**src/rtl/frame_writer.sv**
```systemverilog
// rtl/frame_writer.sv - solver results to RGB332 framebuffer write beats with frame-done signalling
//
// Purpose: rebuilds the linear pixel index from (solver_id, solver_addr),
// maps the iteration count to a colour, drops out-of-frame beats, buffers
// in-frame pixels in a first-word-fall-through FIFO and pulses frame_done
// once the last pixel of a frame has left the block.
//
// Ports:
//   clock, reset        rising-edge clock, asynchronous active-high reset
//   in_valid/in_ready   result stream handshake
//   in_solver_id        solver index (6 bits)
//   in_solver_addr      per-solver slot index (19 bits)
//   in_iter             iteration count (ITER_W bits)
//   in_last             final beat of the frame
//   wr_valid/wr_ready   framebuffer write handshake
//   wr_addr, wr_data    pixel address and RGB332 colour (FIFO head)
//   frame_done          one-cycle pulse after the frame has fully drained
//   drop_count          saturating count of out-of-frame beats
//   pal_we/pal_addr/pal_data  palette write port (PALETTE_EN builds only)
//
// Optional feature macro: PALETTE_EN (16-entry writable colour palette).

module frame_writer #(
    parameter int NUM_SOLVERS = 7,
    parameter int NUM_COLUMNS = 99,
    parameter int NUM_ROWS    = 66,
    parameter int ITER_W      = 16,
    parameter int MAX_ITER    = 1000,
    parameter int FB_ADDR_W   = 19,
    parameter int FB_BASE     = 0,
    parameter int FIFO_DEPTH  = 8
) (
    input  logic                 clock,
    input  logic                 reset,
    input  logic                 in_valid,
    output logic                 in_ready,
    input  logic [5:0]           in_solver_id,
    input  logic [18:0]          in_solver_addr,
    input  logic [ITER_W-1:0]    in_iter,
    input  logic                 in_last,
    output logic                 wr_valid,
    input  logic                 wr_ready,
    output logic [FB_ADDR_W-1:0] wr_addr,
    output logic [7:0]           wr_data,
    output logic                 frame_done,
    output logic [15:0]          drop_count
`ifdef PALETTE_EN
    ,
    input  logic                 pal_we,
    input  logic [3:0]           pal_addr,
    input  logic [7:0]           pal_data
`endif
);

    localparam int IDX_W     = 32;
    localparam int PIX_LIMIT = NUM_COLUMNS * NUM_ROWS;
    localparam int PTR_W     = $clog2(FIFO_DEPTH);
    localparam int CNT_W     = PTR_W + 1;
    localparam int ENTRY_W   = FB_ADDR_W + 8;

    // ---------------- stage 1: index reconstruction ----------------
    logic             accept;
    logic [IDX_W-1:0] index_d;
    logic             sat_d;

    logic             s1_valid_q;
    logic [IDX_W-1:0] s1_index_q;
    logic             s1_sat_q;
    logic [7:0]       s1_key_q;
    logic             s1_last_q;

    assign accept  = in_valid & in_ready;
    assign index_d = IDX_W'(in_solver_addr) * IDX_W'(NUM_SOLVERS) + IDX_W'(in_solver_id);
    assign sat_d   = (in_iter >= ITER_W'(MAX_ITER));

    always_ff @(posedge clock or posedge reset) begin
        if (reset) begin
            s1_valid_q <= 1'b0;
            s1_index_q <= '0;
            s1_sat_q   <= 1'b0;
            s1_key_q   <= '0;
            s1_last_q  <= 1'b0;
        end else begin
            s1_valid_q <= accept;
            if (accept) begin
                s1_index_q <= index_d;
                s1_sat_q   <= sat_d;
                s1_key_q   <= in_iter[7:0];
                s1_last_q  <= in_last;
            end
        end
    end

    // ---------------- colour mapping ----------------
    logic [7:0] colour_d;

`ifdef PALETTE_EN
    logic [7:0] pal_q [16];

    always_ff @(posedge clock or posedge reset) begin
        if (reset) begin
            for (int i = 0; i < 16; i++) begin
                pal_q[i] <= 8'(i * 17);
            end
        end else if (pal_we) begin
            pal_q[pal_addr] <= pal_data;
        end
    end
`endif

    always_comb begin
        colour_d = s1_key_q;
`ifdef PALETTE_EN
        colour_d = pal_q[s1_key_q[3:0]];
`endif
        // "In set" pixels are always black, palette or not.
        if (s1_sat_q) begin
            colour_d = 8'h00;
        end
    end

    // ---------------- stage 2: range check ----------------
    logic             s2_valid_q;
    logic [IDX_W-1:0] s2_index_q;
    logic [7:0]       s2_colour_q;
    logic             s2_last_q;

    always_ff @(posedge clock or posedge reset) begin
        if (reset) begin
            s2_valid_q  <= 1'b0;
            s2_index_q  <= '0;
            s2_colour_q <= '0;
            s2_last_q   <= 1'b0;
        end else begin
            s2_valid_q <= s1_valid_q;
            if (s1_valid_q) begin
                s2_index_q  <= s1_index_q;
                s2_colour_q <= colour_d;
                s2_last_q   <= s1_last_q;
            end
        end
    end

    logic in_range;
    logic push;
    logic drop;

    assign in_range = (s2_index_q < IDX_W'(PIX_LIMIT));
    assign push     = s2_valid_q & in_range;
    assign drop     = s2_valid_q & ~in_range;

    // ---------------- output FIFO (first-word fall-through) ----------------
    logic [ENTRY_W-1:0] mem_q [FIFO_DEPTH];
    logic [CNT_W-1:0]   wptr_q;
    logic [CNT_W-1:0]   rptr_q;
    logic [CNT_W-1:0]   count;
    logic [CNT_W-1:0]   fill;
    logic               fifo_empty;
    logic               pop;
    logic [ENTRY_W-1:0] head;
    logic [ENTRY_W-1:0] push_entry;

    assign count      = wptr_q - rptr_q;
    assign fifo_empty = (count == '0);
    assign pop        = ~fifo_empty & wr_ready;
    assign head       = mem_q[rptr_q[PTR_W-1:0]];
    assign push_entry = {FB_ADDR_W'(IDX_W'(FB_BASE) + s2_index_q), s2_colour_q};

    // Beats still in the pipeline are counted as already occupying a slot,
    // so the FIFO can never be pushed while full and the pipeline never stalls.
    assign fill     = count + CNT_W'(s1_valid_q) + CNT_W'(s2_valid_q);
    assign in_ready = ~reset & (fill < CNT_W'(FIFO_DEPTH));

    always_ff @(posedge clock) begin
        if (push) begin
            mem_q[wptr_q[PTR_W-1:0]] <= push_entry;
        end
    end

    always_ff @(posedge clock or posedge reset) begin
        if (reset) begin
            wptr_q <= '0;
            rptr_q <= '0;
        end else begin
            if (push) begin
                wptr_q <= wptr_q + 1'b1;
            end
            if (pop) begin
                rptr_q <= rptr_q + 1'b1;
            end
        end
    end

    // Storage is not reset, so the outputs are forced to zero when empty.
    assign wr_valid = ~fifo_empty;
    assign wr_addr  = fifo_empty ? '0 : head[ENTRY_W-1:8];
    assign wr_data  = fifo_empty ? '0 : head[7:0];

    // ---------------- drop counter and frame-done ----------------
    logic [15:0] drop_count_q;
    logic [15:0] drop_count_d;
    logic        pending_done_q;
    logic        pending_done_d;
    logic        frame_done_q;
    logic        done_cond;

    assign done_cond = pending_done_q & fifo_empty & ~s1_valid_q & ~s2_valid_q;

    always_comb begin
        drop_count_d = drop_count_q;
        if (drop && (drop_count_q != 16'hFFFF)) begin
            drop_count_d = drop_count_q + 16'd1;
        end
    end

    always_comb begin
        pending_done_d = pending_done_q;
        if (done_cond) begin
            pending_done_d = 1'b0;
        end
        // done_cond needs stage 2 empty, so these two never coincide.
        if (s2_valid_q && s2_last_q) begin
            pending_done_d = 1'b1;
        end
    end

    always_ff @(posedge clock or posedge reset) begin
        if (reset) begin
            drop_count_q   <= '0;
            pending_done_q <= 1'b0;
            frame_done_q   <= 1'b0;
        end else begin
            drop_count_q   <= drop_count_d;
            pending_done_q <= pending_done_d;
            frame_done_q   <= done_cond;
        end
    end

    assign drop_count = drop_count_q;
    assign frame_done = frame_done_q;

endmodule

```
**config.mk**
```make
export PLATFORM = sky130hd
export DESIGN_NAME = frame_writer
export DESIGN_NICKNAME = d
export VERILOG_FILES = /design/src/rtl/frame_writer.sv
export SDC_FILE = /design/constraint.sdc
export NUM_CORES = 1
export LEC_CHECK = 0
export CAP_MARGIN = 20
export CELL_PAD_IN_SITES_DETAIL_PLACEMENT = 1
export CELL_PAD_IN_SITES_GLOBAL_PLACEMENT = 2
export CORE_MARGIN = 4
export CORE_UTILIZATION = 43
export DETAILED_ROUTE_END_ITERATION = 8
export HOLD_SLACK_MARGIN = 0.1
export PLACE_DENSITY_LB_ADDON = 0.05
export SLEW_MARGIN = 20
export SYNTH_ARGS = -nofsm -noshare
export SYNTH_HDL_FRONTEND = slang
export SYNTH_SLANG_ARGS = --single-unit
```
**constraint.sdc**
```tcl
create_clock -name clock -period 6.89 [get_ports clock]
set_clock_uncertainty 0.1 [all_clocks]
set_input_delay 1.378 -clock clock [delete_from_list [all_inputs] [get_ports clock]]
set_output_delay 1.378 -clock clock [all_outputs]
set_load 0.02 [all_outputs]
```
* Yosys cells after proc, flatten, opt, wreduce, memory -nomap -nowiden *
Memories as Yosys holds them, arrays and structs flattened.
Cells that the tools add are included.

operators by class
  add/subtract/negate cells = 7
  multiply operators = 1
  order comparisons = 3
  equal/unequal tests = 1
  muxes and demuxes = 7
  bitwise operators = 13
  reductions and logical operators = 4

operators with widths
  kind                                                                      count
  32-bit by 13-bit < comparator with 1-bit output (second input constant)   1
  22-bit by 6-bit adder with 23-bit output                                  1
  19-bit by 3-bit multiplier with 22-bit output (second input constant)     1
  19-bit 2-to-1 mux                                                         1
  16-bit by 1-bit adder with 16-bit output (second input constant)          1
  16-bit by 10-bit >= comparator with 1-bit output (second input constant)  1
  8-bit 2-to-1 mux                                                          2
  16-bit != test (second input constant)                                    1
  4-bit by 1-bit adder with 4-bit output                                    2
  4-bit by 1-bit adder with 4-bit output (second input constant)            2
  1-bit bitwise AND                                                         8
  1-bit NOT                                                                 5
  4-bit logical NOT                                                         1
  4-bit < comparator (second input constant)                                1
  1-bit 2-to-1 mux                                                          4
  4-bit subtractor                                                          1
  1-bit logical AND                                                         2
  2-bit nonzero test                                                        1

storage, ports and cells
  register bits = 111
  memory bits (writable) = 216
  input port bits = 46
  output and inout port bits = 46
  memories = 1

memory list
  memory  words  width  rd ports  clocked after memory_dff  wr ports  RTL line  RTL
  mem_q   8      27     1         0                         1         153       logic [ENTRY_W-1:0] mem_q [FIFO_DEPTH];

* Logic depth before layout (Yosys ltp) *
  depth in word-level cells = 7
  gate-level depth with buffers = 13
  depth with buffers taken out = 11

* Least setup slack after synthesis *
Ideal clock, no wire load.

  kind = in2reg
  start point = input reset
  end point = register s1_index_q[20]
  arrival = 4.658 ns
  data required time = 6.721 ns
  path slack = 2.063 ns
  stages on the path = 7
  cell sequence = inv_1 > nand2_1 > nand4b_1 > and2_4 > buf_6 > or4_1 > nand3_1

on the way
  longest elaborated chain between the ends = 3

ends and longest elaborated chain
  element               RTL line  RTL
  from (decl)           34        input logic reset,
  1-bit NOT             172       assign in_ready = ~reset & (fill < CNT_W'(FIFO_DEPTH));
  1-bit bitwise AND     172
  1-bit bitwise AND     72        assign accept = in_valid & in_ready;
  to (signal assigned)  86        s1_index_q <= index_d;
  to (decl)             67        logic [IDX_W-1:0] s1_index_q;

No other way between the ends.
A chain may end at the register's enable or synchronous reset.

* Worst setup path after layout *
  start point = register rptr_q[2]
  end point = output wr_valid

on the way
  longest elaborated chain between the ends = 3

ends and longest elaborated chain
  element                 RTL line  RTL
  from (decl)             155       logic [CNT_W-1:0] rptr_q;
  from (signal assigned)  189       rptr_q <= rptr_q + 1'b1;
  4-bit subtractor        163       assign count = wptr_q - rptr_q;
  4-bit logical NOT       164       assign fifo_empty = (count == '0);
  1-bit NOT               195       assign wr_valid = ~fifo_empty;
  to (decl)               41        output logic wr_valid,

No other way between the ends.

==> qor.txt <==
status: complete, no violations
Req. time, crit path: 5.41 ns
Layout area overhead: 18.2%
Critical Path Fanout Max: 29
Inserted Clock Buffers: 35
hold_ws: 0.371 ns
period utilisation layout: 78.2%
Post-synth EDFFs: 216
end-of-flow core utilization: 52.0%
fin. max-slew vios: 0
Reg clk slew, reported paths: 0.06 ns
Final Hold Vio Count: 0
Tot GR Track Use: 17.6%
overflow left after global routing: 0
f_max: 0.186 GHz
Die Ht: 189 um
peak supply drop: 0.230 mV
vias: 8185
Sink Count: 309
arrival time worst endpoint: 3.91 ns
buffer depth of the longest clock path: 3
initial core utilization: 44.0%
largest net degree at the start of global routing: 69
vias in the first global route: 8918
placed cell area: 0.0155 mm2
max cap viols: 0
vias per cell: 5.33
Final GP Congestion: 0.728
Hold Crit Class: reg2reg
fraction of layout cells with a size suffix above 1: 14.6%
Slew headroom: 35.4%
DP Worst Slack: 1.69 ns
row count: 65
final worst setup slack: 1.51 ns
Min Clock Period, post-route: 5.38 ns
R2R Path End: s1_index_q[14]
Core ar.: 0.0319 mm2
# IOs: 92
initial antenna violation count: 0
post_cts resized: 0
total iterations of the first detailed-routing run: 4
Reg-to-Reg Start: rptr_q[0]
first-pass GRT wire length: 49700 um
Yosys reg bits: 309
critical path type: reg2out
Die Area: 0.0356 mm2
Pleak: 6.34 nW
H-tree Lvls: 2
WL final: 30900 um
Hold Crit Endpoint: s1_key_q[5]
root buffer cell: clkbuf_16
# setup viols final: 0
Cell Area, Synth: 0.0140 mm2
ant diodes: 0
Sum Neg Setup Slack: 0 ns
initial DRC count: 395
Gate Count Post-Synth: 971
# hold bufs at CTS: 0
Slew @ Worst Pin: 0.968 ns
Cell Count Post-Placement: 1473
CP endpoint kind: output pin
Worst Hold Depth: 2
count of warnings emitted by yosys: 0
design area: 0.0166 mm2
Post-Syn Area per Cell: 14.5 um2
R2R setup slack: 2.94 ns
final cell count without fillers: 1535
syn_nets: 1087
cell count of the worst reg-to-reg path: 10
Power Density: 409 mW/mm2
hold_sp: s1_key_q[5]
WL/cell: 20.1 um
post-DP HPWL: 20300 um
Synth cell types: 59
CTS tree: done
fillcell total: 3146
port bufs: 91
final antenna-violating net count: 0
overall power: 6.79 mW
Worst setup SP type: register
Die X: 189 um
Most used DFF post-synth: edfxtp_1
# Post-CTS Setup Buffers: 0
Worst-Skew Late Latency: 0.51 ns
register area share after synthesis: 62.8%
RSZ-0062 raised after global routing: no
post-route DRC violation count: 0
Async S/R FF share, synth: 30.1%
nets: 1191
-- power breakdown --
part	total, mW	internal [mW]	leakage, nW	switching (mW)
Clock	1.78	1.07	0.535	0.712
Combinational	2.27	1.06	2.64	1.21
Sequential	2.74	2.38	3.16	0.366
Total	6.79	4.50	6.34	2.29
-- cell usage in the layout, fill, tap and decap left out, drive strengths merged, types with 7 or more instances in the layout --
cell type | netlist | layout
a21o | 8 | 8
a21oi | 52 | 52
buf | 16 | 15
clkbuf | 23 | 48
clkdlybuf4s50 | 0 | 91
clkinv | 0 | 10
dfrtp | 93 | 93
edfxtp | 216 | 216
fa | 24 | 24
ha | 46 | 46
inv | 65 | 66
mux2 | 27 | 27
mux4 | 54 | 54
nand2 | 143 | 143
nand3 | 17 | 17
nand4 | 7 | 7
nor2 | 21 | 21
nor3 | 10 | 10
nor4 | 9 | 9
o21a | 8 | 8
o21ai | 23 | 23
o22ai | 7 | 7
xnor2 | 17 | 17
xor2 | 16 | 16
-- layer usage --
metal | global-route usage (%) | wire [um] | up-vias
li1 | - | - | 3818
met1 | 24.0 | 14000 | 4195
met2 | 30.2 | 15300 | 123
met3 | 2.39 | 961 | 49
met4 | 4.18 | 578 | 0
met5 | 0 | 0 | -
-- layout make-up --
| class | instances | area (um2) | share of cell area [%] |
|---|---|---|---|
| Multi-Input combinational cell | 558 | 4860 | 29.3 |
| Clock inverter | 14 | 166 | 1.00 |
| Tap cell | 435 | 544 | 3.28 |
| Inverter | 65 | 246 | 1.49 |
| Sequential cell | 309 | 8820 | 53.1 |
| Clock buffer | 48 | 935 | 5.63 |
| Timing Repair Buffer | 106 | 1020 | 6.17 |
-- sequential cells by signal, indices dropped and copies added, names as in the netlist --
register / flops
s2_index_q: 23
rptr_q: 4
s1_index_q: 23
s2_last_q: 1
s2_colour_q: 8
s2_valid_q: 1
s1_sat_q: 1
mem_q: 216
s1_key_q: 8
s1_last_q: 1
drop_count: 16
s1_valid_q: 1
pending_done_q: 1
wptr_q: 4
frame_done: 1
-- logic make-up after synthesis --
logic type / after synthesis / share of synthesized area, %
AOI/OAI and AO/OA: 133 / 5.98
and+or+nand+nor: 241 / 7.90
DFF: 309 / 62.8
xor gates and xnor gates: 33 / 2.06
buffers and inverters: 104 / 2.94
muxes: 81 / 10.8
adders and majority gates: 70 / 7.52
-- synth_stat cells (all sizes together) (3+ instances only) --
library cell	number	share of area (%)
a2111o	3	0.24
a211oi	4	0.21
a21o	8	0.43
a21oi	52	1.9
a31oi	3	0.13
and2	4	0.20
and3	4	0.18
and4	4	0.25
buf	16	0.59
clkbuf	23	0.61
dfrtp	93	17
edfxtp	216	46
fa	24	3.4
ha	46	4.1
inv	65	1.7
mux2	27	2.2
mux4	54	8.7
nand2	143	3.8
nand2b	4	0.18
nand3	17	0.61
nand4	7	0.31
nor2	21	0.56
nor3	10	0.36
nor4	9	0.40
nor4b	5	0.31
o211ai	5	0.27
o21a	8	0.43
o21ai	23	0.82
o21bai	3	0.16
o22ai	7	0.31
o31ai	4	0.21
or4	3	0.16
xnor2	17	1.1
xor2	16	1.0
-- how the worst max path moves through the flow --
stage,from,slack (ns),endpoint,depth (start not counted)
6_report,rptr_q[2],1.51,wr_valid,8
5_1_grt,rptr_q[2],1.22,wr_addr[12],8
4_1_cts,rptr_q[2],1.40,wr_valid,8
3_5_place_dp,in_solver_addr[0],1.69,s1_index_q[21],12
3_3_place_gp,in_solver_addr[0],1.79,s1_index_q[21],12
2_1_floorplan,reset,2.06,s1_index_q[20],7
-- critical path: stages, from the launching register on --
cell	delay, ns
dfrtp_1	0.39
inv_2	0.50
ha_1	0.39
and3b_1	0.19
or3_4	0.41
a2111oi_2	0.36
buf_4	0.44
inv_2	0.14
clkdlybuf4s50_1	0.57
Note: power is estimated with default switching activity, not from simulation.
